==> src/rtl/lif_pkg.sv <==
// Shared types and default sizing for the LIF neuron readout path.
package lif_pkg;

  typedef enum logic {
    IDLE = 1'b0,
    RUN  = 1'b1
  } state_e;

  localparam int unsigned CNT_W_DEF      = 8;
  localparam int unsigned ISI_W_DEF      = 8;
  localparam int unsigned WINDOW_LEN_DEF = 64;

  // Window index counter width for a window of len enabled cycles.
  function automatic int unsigned win_cnt_w(input int unsigned len);
    return $clog2(len);
  endfunction

endpackage

==> src/rtl/sat_counter.sv <==
// Saturating up-counter with clear and parallel load (clear > load > inc).
module sat_counter #(
  parameter int unsigned W = 8
) (
  input  logic         clk,
  input  logic         rst,
  input  logic         clear,
  input  logic         load,
  input  logic [W-1:0] load_val,
  input  logic         inc,
  output logic [W-1:0] q
);

  always_ff @(posedge clk or posedge rst) begin
    if (rst) begin
      q <= '0;
    end else if (clear) begin
      q <= '0;
    end else if (load) begin
      q <= load_val;
    end else if (inc && (q != {W{1'b1}})) begin
      q <= q + 1'b1;
    end
  end

endmodule

==> src/rtl/spike_window_counter.sv <==
// Per-window spike count and minimum inter-spike interval, delivered on a
// valid/ready port with a sticky overrun flag for dropped results.
module spike_window_counter
  import lif_pkg::*;
#(
  parameter int unsigned WINDOW_LEN = WINDOW_LEN_DEF,
  parameter int unsigned CNT_W      = CNT_W_DEF,
  parameter int unsigned ISI_W      = ISI_W_DEF
) (
  input  logic             clk,
  input  logic             rst,
  input  logic             en,
  input  logic             spike,
  input  logic             out_ready,
  input  logic             clr_overrun,
  output logic             out_valid,
  output logic [CNT_W-1:0] out_count,
  output logic [ISI_W-1:0] out_min_isi,
  output logic             overrun
);

  localparam int unsigned WIN_W = win_cnt_w(WINDOW_LEN);
  localparam logic [WIN_W-1:0] LAST_IDX = WIN_W'(WINDOW_LEN - 1);

  state_e           state_q, state_d;
  logic [WIN_W-1:0] win_cnt_q;
  logic [CNT_W-1:0] acc_q;
  logic [ISI_W-1:0] isi_q;
  logic [ISI_W-1:0] min_q;
  logic             seen_q;

  logic             abort_c;
  logic             close_c;
  logic             isi_hit_c;
  logic [CNT_W-1:0] acc_fin_c;
  logic [ISI_W-1:0] min_fin_c;
  logic             load_c;
  logic             drop_c;

  always_ff @(posedge clk or posedge rst) begin
    if (rst) state_q <= IDLE;
    else     state_q <= state_d;
  end

  // Next state plus window-level strobes; en=0 in RUN discards the window.
  always_comb begin
    state_d = state_q;
    abort_c = 1'b0;
    close_c = 1'b0;
    case (state_q)
      IDLE: begin
        if (en) state_d = RUN;
      end
      RUN: begin
        if (!en) begin
          state_d = IDLE;
          abort_c = 1'b1;
        end
      end
      default: state_d = IDLE;
    endcase
    if (en && (win_cnt_q == LAST_IDX)) close_c = 1'b1;
  end

  sat_counter #(.W(CNT_W)) u_acc (
    .clk      (clk),
    .rst      (rst),
    .clear    (abort_c | close_c),
    .load     (1'b0),
    .load_val ('0),
    .inc      (en & spike),
    .q        (acc_q)
  );

  // Distance since the previous spike; a spike restarts it at 1.
  sat_counter #(.W(ISI_W)) u_isi (
    .clk      (clk),
    .rst      (rst),
    .clear    (abort_c),
    .load     (en & spike),
    .load_val (ISI_W'(1)),
    .inc      (en & ~spike),
    .q        (isi_q)
  );

  // Final window values include the spike sampled on the closing cycle.
  assign isi_hit_c = en && spike && seen_q && (isi_q < min_q);
  assign min_fin_c = isi_hit_c ? isi_q : min_q;
  assign acc_fin_c = (en && spike && (acc_q != {CNT_W{1'b1}})) ? acc_q + 1'b1 : acc_q;
  assign load_c    = close_c && (!out_valid || out_ready);
  assign drop_c    = close_c && out_valid && !out_ready;

  always_ff @(posedge clk or posedge rst) begin
    if (rst) begin
      win_cnt_q <= '0;
      seen_q    <= 1'b0;
      min_q     <= '1;
    end else if (abort_c || close_c) begin
      win_cnt_q <= '0;
      seen_q    <= 1'b0;
      min_q     <= '1;
    end else if (en) begin
      win_cnt_q <= win_cnt_q + 1'b1;
      if (spike) seen_q <= 1'b1;
      min_q <= min_fin_c;
    end
  end

  // Result register: a load on the transfer edge keeps out_valid high.
  always_ff @(posedge clk or posedge rst) begin
    if (rst) begin
      out_valid   <= 1'b0;
      out_count   <= '0;
      out_min_isi <= '1;
      overrun     <= 1'b0;
    end else begin
      if (load_c) begin
        out_valid   <= 1'b1;
        out_count   <= acc_fin_c;
        out_min_isi <= min_fin_c;
      end else if (out_valid && out_ready) begin
        out_valid <= 1'b0;
      end
      if (drop_c)           overrun <= 1'b1;
      else if (clr_overrun) overrun <= 1'b0;
    end
  end

endmodule

==> config.mk <==
export PLATFORM = sky130hd
export DESIGN_NAME = spike_window_counter
export DESIGN_NICKNAME = d
export VERILOG_FILES = /design/src/rtl/lif_pkg.sv /design/src/rtl/sat_counter.sv /design/src/rtl/spike_window_counter.sv
export SDC_FILE = /design/constraint.sdc
export NUM_CORES = 1
export LEC_CHECK = 0
export ABC_AREA = 1
export BUFFER_PORTS_ARGS = -buffer_cell sky130_fd_sc_hd__buf_2
export CAP_MARGIN = 30
export CORE_MARGIN = 5
export CORE_UTILIZATION = 45
export CTS_CLUSTER_DIAMETER = 200
export DETAILED_ROUTE_END_ITERATION = 10
export GPL_TIMING_DRIVEN = 0
export PLACE_DENSITY = 0.77
export SKIP_LAST_GASP = 1
export SLEW_MARGIN = 30
export SYNTH_ARGS = -nofsm -noshare
export SYNTH_HDL_FRONTEND = slang
export SYNTH_SLANG_ARGS = --single-unit
==> constraint.sdc <==
create_clock -name clk -period 1.7 [get_ports clk]
set_input_delay 0.085 -clock clk [delete_from_list [all_inputs] [get_ports clk]]
set_output_delay 0.085 -clock clk [all_outputs]
set_load 0.02 [all_outputs]
* After elaboration in Yosys (flattened, before gate mapping)
Index checks and enable logic that the tools add are counted.
Storage, ports and cells: register bits after elaboration 50, input bits 6, output and inout bits 18
Operators by class: add/subtract/negate cells 3, $lt $le $gt $ge 1, eq/ne operators 3, mux-type cells 22, bitwise operators 4, reductions and logical operators 22
Operator list (number):
- $mux 8 | 9
- $add 8x1->8 const B | 2
- $ne 8x8->1 const B | 2
- $mux 6 | 2
- $logic_and 1x1->1 | 11
- $mux 1 | 11
- $reduce_bool 2->1 | 5
- $lt 8x8->1 | 1
- $add 6x1->6 const B | 1
- $eq 6x6->1 const B | 1
- $reduce_bool 3->1 | 1
- $and 1x1->1 | 2
- $logic_not 1->1 | 2
- $logic_or 1x1->1 | 2
- $reduce_and 2->1 | 1
- $not 1->1 | 1
- $or 1x1->1 | 1

* Longest topological paths before layout
depth in word-level cells 6, depth in mapped cells 11

* Modules after synthesis
From an unflattened synthesis, not the netlist that was laid out.
Unflattened totals: cell total of the unflattened synthesis 436, area, all modules 3185.6 µm²
Modules (own cells, without submodules):
- spike_window_counter | times used 1, cells an instance 250, area an instance 1921.8 µm², sequential area each 870.8 µm²
- sat_counter | times used 2, cells an instance 93, area an instance 631.9 µm², sequential area each 200.2 µm²

* Worst setup path after synthesis
No wires, ideal clock.
path type flip-flop to flip-flop, from register min_q[7], to register out_min_isi[0], data arrival time 1.616 ns, slack 0.024 ns, stages on the path, launching flop included 10, buffers on the path 0, period minus slack after synthesis 1.676 ns, cells stage by stage dfstp_2 -> inv_1 -> ha_1 -> a21oi_1 -> nand3_4 -> nor2_8 -> nand2_4 -> nand2_2 -> nand3_1 -> nand2_1
On the way: cells in the longest elaborated chain, start to end 3
RTL lines:
- start, declared | RTL line spike_window_counter.sv:29 | logic [ISI_W-1:0] min_q;
- start signal, assigned | RTL line spike_window_counter.sv:105 | min_q <= min_fin_c;
- $lt 8x8->1 | RTL line spike_window_counter.sv:87 | assign isi_hit_c = en && spike && seen_q && (isi_q < min_q);
- $logic_and 1x1->1 | RTL line spike_window_counter.sv:87
- $mux 8 | RTL line spike_window_counter.sv:88 | assign min_fin_c = isi_hit_c ? isi_q : min_q;
- end signal, assigned | RTL line spike_window_counter.sv:120 | out_min_isi <= min_fin_c;
- end, declared | RTL line spike_window_counter.sv:18 | output logic [ISI_W-1:0] out_min_isi,
No other way between the ends. A chain may end at the register's enable or synchronous reset.

* Worst setup path in the final report
from register min_q[7], to register out_min_isi[2]
The elaborated chain is that of the path after synthesis.

==> flow_summary.ini <==
[setup_path]
r2r_end = out_min_isi[2]$_DFFE_PP1P_
cp_num_buf_inv = 2
path_cells = inv_2 -> ha_4 -> nand2_4 -> inv_2 -> nand2_2 -> nand3_4 -> nor2_8 -> nand2_8 -> nand2_4 -> nand3_1 -> nand2_1
cp_slowest_cell = dfstp_2
cp_slowest_stage_delay_ns = 0.54
critical_path.endpoint_type = register
reg2regPathDepth = 11
worstSetupPathType = register to register
cp.depth = 11
r2r-start = min_q[7]$_DFFE_PP1P_
crit_start = min_q[7]$_DFFE_PP1P_
start_kind = register
required_ns = 1.95
cp_top_family = simple AND/OR/NAND/NOR gates
cp_max_fo = 8
arrival_ns = 1.95
r2r_setup_slack_ns = 0.002
endpoint = out_min_isi[2]$_DFFE_PP1P_

[logic_synthesis]
synthMuxAreaShare_pct = 0
syn-num-nets = 337
synth_xor_area_share_pct = 1.668
synth-compound-area-share_pct = 6.006
synth_area_per_cell_sq_um = 8.178
yosys.area_share.simple_pct = 31.08
synth-seq-cells = 50
syn-cell-area_sq_mm = 0.002625
synth_cells = 321
ys_types = 33
ys_seq_area_share_pct = 48.43
ys_warn_count = 0
synth_fa_ha_area_share_pct = 4.766
synth_top_family_by_area = simple AND/OR/NAND/NOR gates

[power]
power_frac_seq_pct = 54.2
netSwitchingPower_uw = 728.4
p_per_area_mw_per_mm2 = 807.5
vdd_ir_drop_max_uv = 587.6
swShare_pct = 29.20
leakage_uw = 0.001605
p_comb_share_pct = 15.5
internal-power_uw = 1766
p_clk_share_pct = 30.3

[clock_network]
numCtsBuffers = 5
cts.htree.levels = 2
post_cts_buffers = 0
cts_tree = done
cts_num_sinks = 50
path_clk_slew_ns = 0.10
clk_latency_ns = 0.31
cts_buffer_depth = 2
root_buffer = clkbuf_8

[global_route]
grt_remaining_overflow = 0
track_usage_pct = 15.81
grt_pass1_wl_mm = 9.528
antenna_found_initial = 0
grt_pass1_vias = 2153
grt_max_degree = 51

[finish]
design_area_sq_mm = 0.003089
area_growth_pct = 17.68
drive_gt1_share_pct = 25.84
final_net_count = 371
antennaDiodeCount = 0
fin_cells = 428
fillers = 495

[place]
globalplace.congestion = 0.8240
dpl-instance-area_sq_mm = 0.002833
dp_cells = 416
hpwlAfterDp_mm = 3.743
portBuffers = 23

[timing]
hold_violations = 0
setup_viol = 0
skew_ns = 0.007777
fin_crit_ns = 1.698
tightestPinTransition_ns = 0.6031
fin_crit_sh_pct = 99.89
drv_slew = 0
slew_headroom_pct = 59.79
setup-tns-final_ns = 0
fmax_mhz = 588.9
rsz0062_at_grt = true

[drt]
drt_iter0_markers = 100
drc_errors = 0
wirelength_mm = 5.444
post_drt_wl_per_cell_um = 12.72
via_per_inst = 4.979
vias = 2131
first_pass_iters = 4
drtAntennaViolNets = 0

[outcome]
status = finished, final reports clean

[die]
ios = 24
start_util_pct = 47.09
dieArea_sq_mm = 0.007461
rows = 27
fp.dieW_um = 86.38
core-area_sq_mm = 0.005574
die_y_um = 86.38

[hold_path]
worstHoldPathType = primary input to register

[job]
max_cap_violations = 0
[power by group through the flow]
stage               clock network, uW  registers [uW]  logic [uW]
finish                            755            1350         386
CTS                               776            1350         368
global route                      835            1360         446
floorplan                           0            1350         275
detailed placement                  0            1370         345
global placement                    0            1370         330
[cell families (layout without fill, tap and decap cells)]
| family | Yosys count | after routing |
|---|---|---|
| AOI/OAI and AO/OA | 30 | 30 |
| buffers and inverters | 52 | 86 |
| adders and majority gates | 10 | 10 |
| and+or+nand+nor | 174 | 175 |
| xor gates and xnor gates | 5 | 5 |
| DFF | 50 | 50 |
[worst register-to-register path: stages (launching register included)]
cell,delay [ns]
dfstp_2,0.54
inv_2,0.05
ha_4,0.24
nand2_4,0.07
inv_2,0.04
nand2_2,0.06
nand3_4,0.10
nor2_8,0.20
nand2_8,0.11
nand2_4,0.09
nand3_1,0.07
nand2_1,0.07
[per-layer routing]
metal | up-vias | share of wire, % | GRT usage [%]
li1 | 1075 | - | -
met1 | 1012 | 44 | 19.06
met2 | 35 | 51 | 28.16
met3 | 9 | 3.5 | 2.947
met4 | 0 | 1.4 | 5.382
met5 | - | 0 | 0
[what timing repair did]
action | CTS | global route
endpoints found under the hold margin | 36 | 0
hold buffers | 3 | 0
pin swaps | 5 | 4
gates cloned | 1 | 0
gates resized for setup | 12 | 17
endpoints found under the setup margin | 16 | 35
[worst min path at each step]
| stage | start | slack [ns] | cells past startpoint | end |
|---|---|---|---|---|
| after CTS | out_ready | 0.07 | 4 | out_valid$_DFFE_PP0P_ |
| after floorplan | en | 0.12 | 0 | state_q$_DFF_PP0_ |
| after detailed placement | rst | 0.21 | 2 | overrun$_DFFE_PP0P_ |
| final | out_ready | 0.07 | 4 | out_valid$_DFFE_PP0P_ |
| after global placement | en | 0.22 | 1 | state_q$_DFF_PP0_ |
| after global routing | out_ready | 0.08 | 4 | out_valid$_DFFE_PP0P_ |
[cell usage in the layout, fill, tap and decap left out, types with 3 or more instances in the layout]
master,netlist,final
ha_1,10,7
nand3_1,32,31
dfrtp_1,34,34
buf_2,4,24
nand2_4,2,5
o21ai_1,6,5
nand2_2,11,11
inv_2,1,4
clkbuf_8,0,6
nand2_1,93,89
nor2_4,2,4
xor2_1,4,4
nor2_1,21,19
dlygate4sd3_1,0,3
dfstp_2,16,16
inv_1,44,40
a21oi_1,8,7
o21ai_0,13,13
[cell usage after synthesis]
| cell type | count | area (sq um) |
|---|---|---|
| nand2_1 | 93 | 349.1 |
| inv_1 | 44 | 165.2 |
| dfrtp_1 | 34 | 850.8 |
| nand3_1 | 32 | 160.2 |
| nor2_1 | 21 | 78.83 |
| dfstp_2 | 16 | 420.4 |
| o21ai_0 | 13 | 65.06 |
| nand2_2 | 11 | 68.82 |
| ha_1 | 10 | 125.1 |
| a21oi_1 | 8 | 40.04 |
| o21ai_1 | 6 | 30.03 |
| buf_2 | 4 | 20.02 |
| xor2_1 | 4 | 35.03 |
| and2_1 | 2 | 12.51 |
| nand2_4 | 2 | 22.52 |
| nand4_1 | 2 | 12.51 |
| nor2_4 | 2 | 22.52 |
| nor3b_1 | 2 | 15.01 |
| a21oi_2 | 1 | 8.760 |
| and3_1 | 1 | 6.260 |
| buf_4 | 1 | 7.510 |
| buf_6 | 1 | 11.26 |
| clkinv_1 | 1 | 3.750 |
| inv_2 | 1 | 3.750 |
| nand3_4 | 1 | 17.52 |
| nand4_2 | 1 | 12.51 |
| nor2_2 | 1 | 6.260 |
| nor2_8 | 1 | 20.02 |
| nor3_1 | 1 | 5.000 |
| nor4_1 | 1 | 6.260 |
| o21bai_1 | 1 | 7.510 |
| o22ai_1 | 1 | 6.260 |
| xnor2_1 | 1 | 8.760 |
[flip-flops by register name, summed over array words and instances (netlist names)]
register / cells
min_q: 8
out_count: 8
out_min_isi: 8
u_acc.q: 8
u_isi.q: 8
win_cnt_q: 6
out_valid: 1
overrun: 1
seen_q: 1
state_q: 1
[final cells by class]
class / count / area [sq um] / share of cell area [%]
Sequential cell: 50 / 1271 / 41.15
Multi-Input combinational cell: 220 / 1262 / 40.87
Inverter: 46 / 175.2 / 5.670
Timing Repair Buffer: 26 / 145.1 / 4.698
Tap cell: 72 / 90.09 / 2.916
Clock buffer: 6 / 82.58 / 2.673
Buffer: 6 / 46.29 / 1.499
Clock inverter: 2 / 16.27 / 0.5265
[per-stage QoR]
| step | total power (uW) | hold WS, ns | utilization (%) | setup WS [ns] |
|---|---|---|---|---|
| after floorplan | 1628 | 0.1164 | - | 0.02397 |
| after global placement | 1696 | 0.2188 | 50.77 | -0.1955 |
| after detailed placement | 1717 | 0.2117 | 50.82 | -0.1365 |
| after CTS | 2494 | 0.06855 | 54.41 | 0.01739 |
| after global routing | 2642 | 0.07602 | 55.42 | -0.08963 |
| final | 2495 | 0.07126 | 55.42 | 0.001809 |
(Power assumes the default switching activity.)
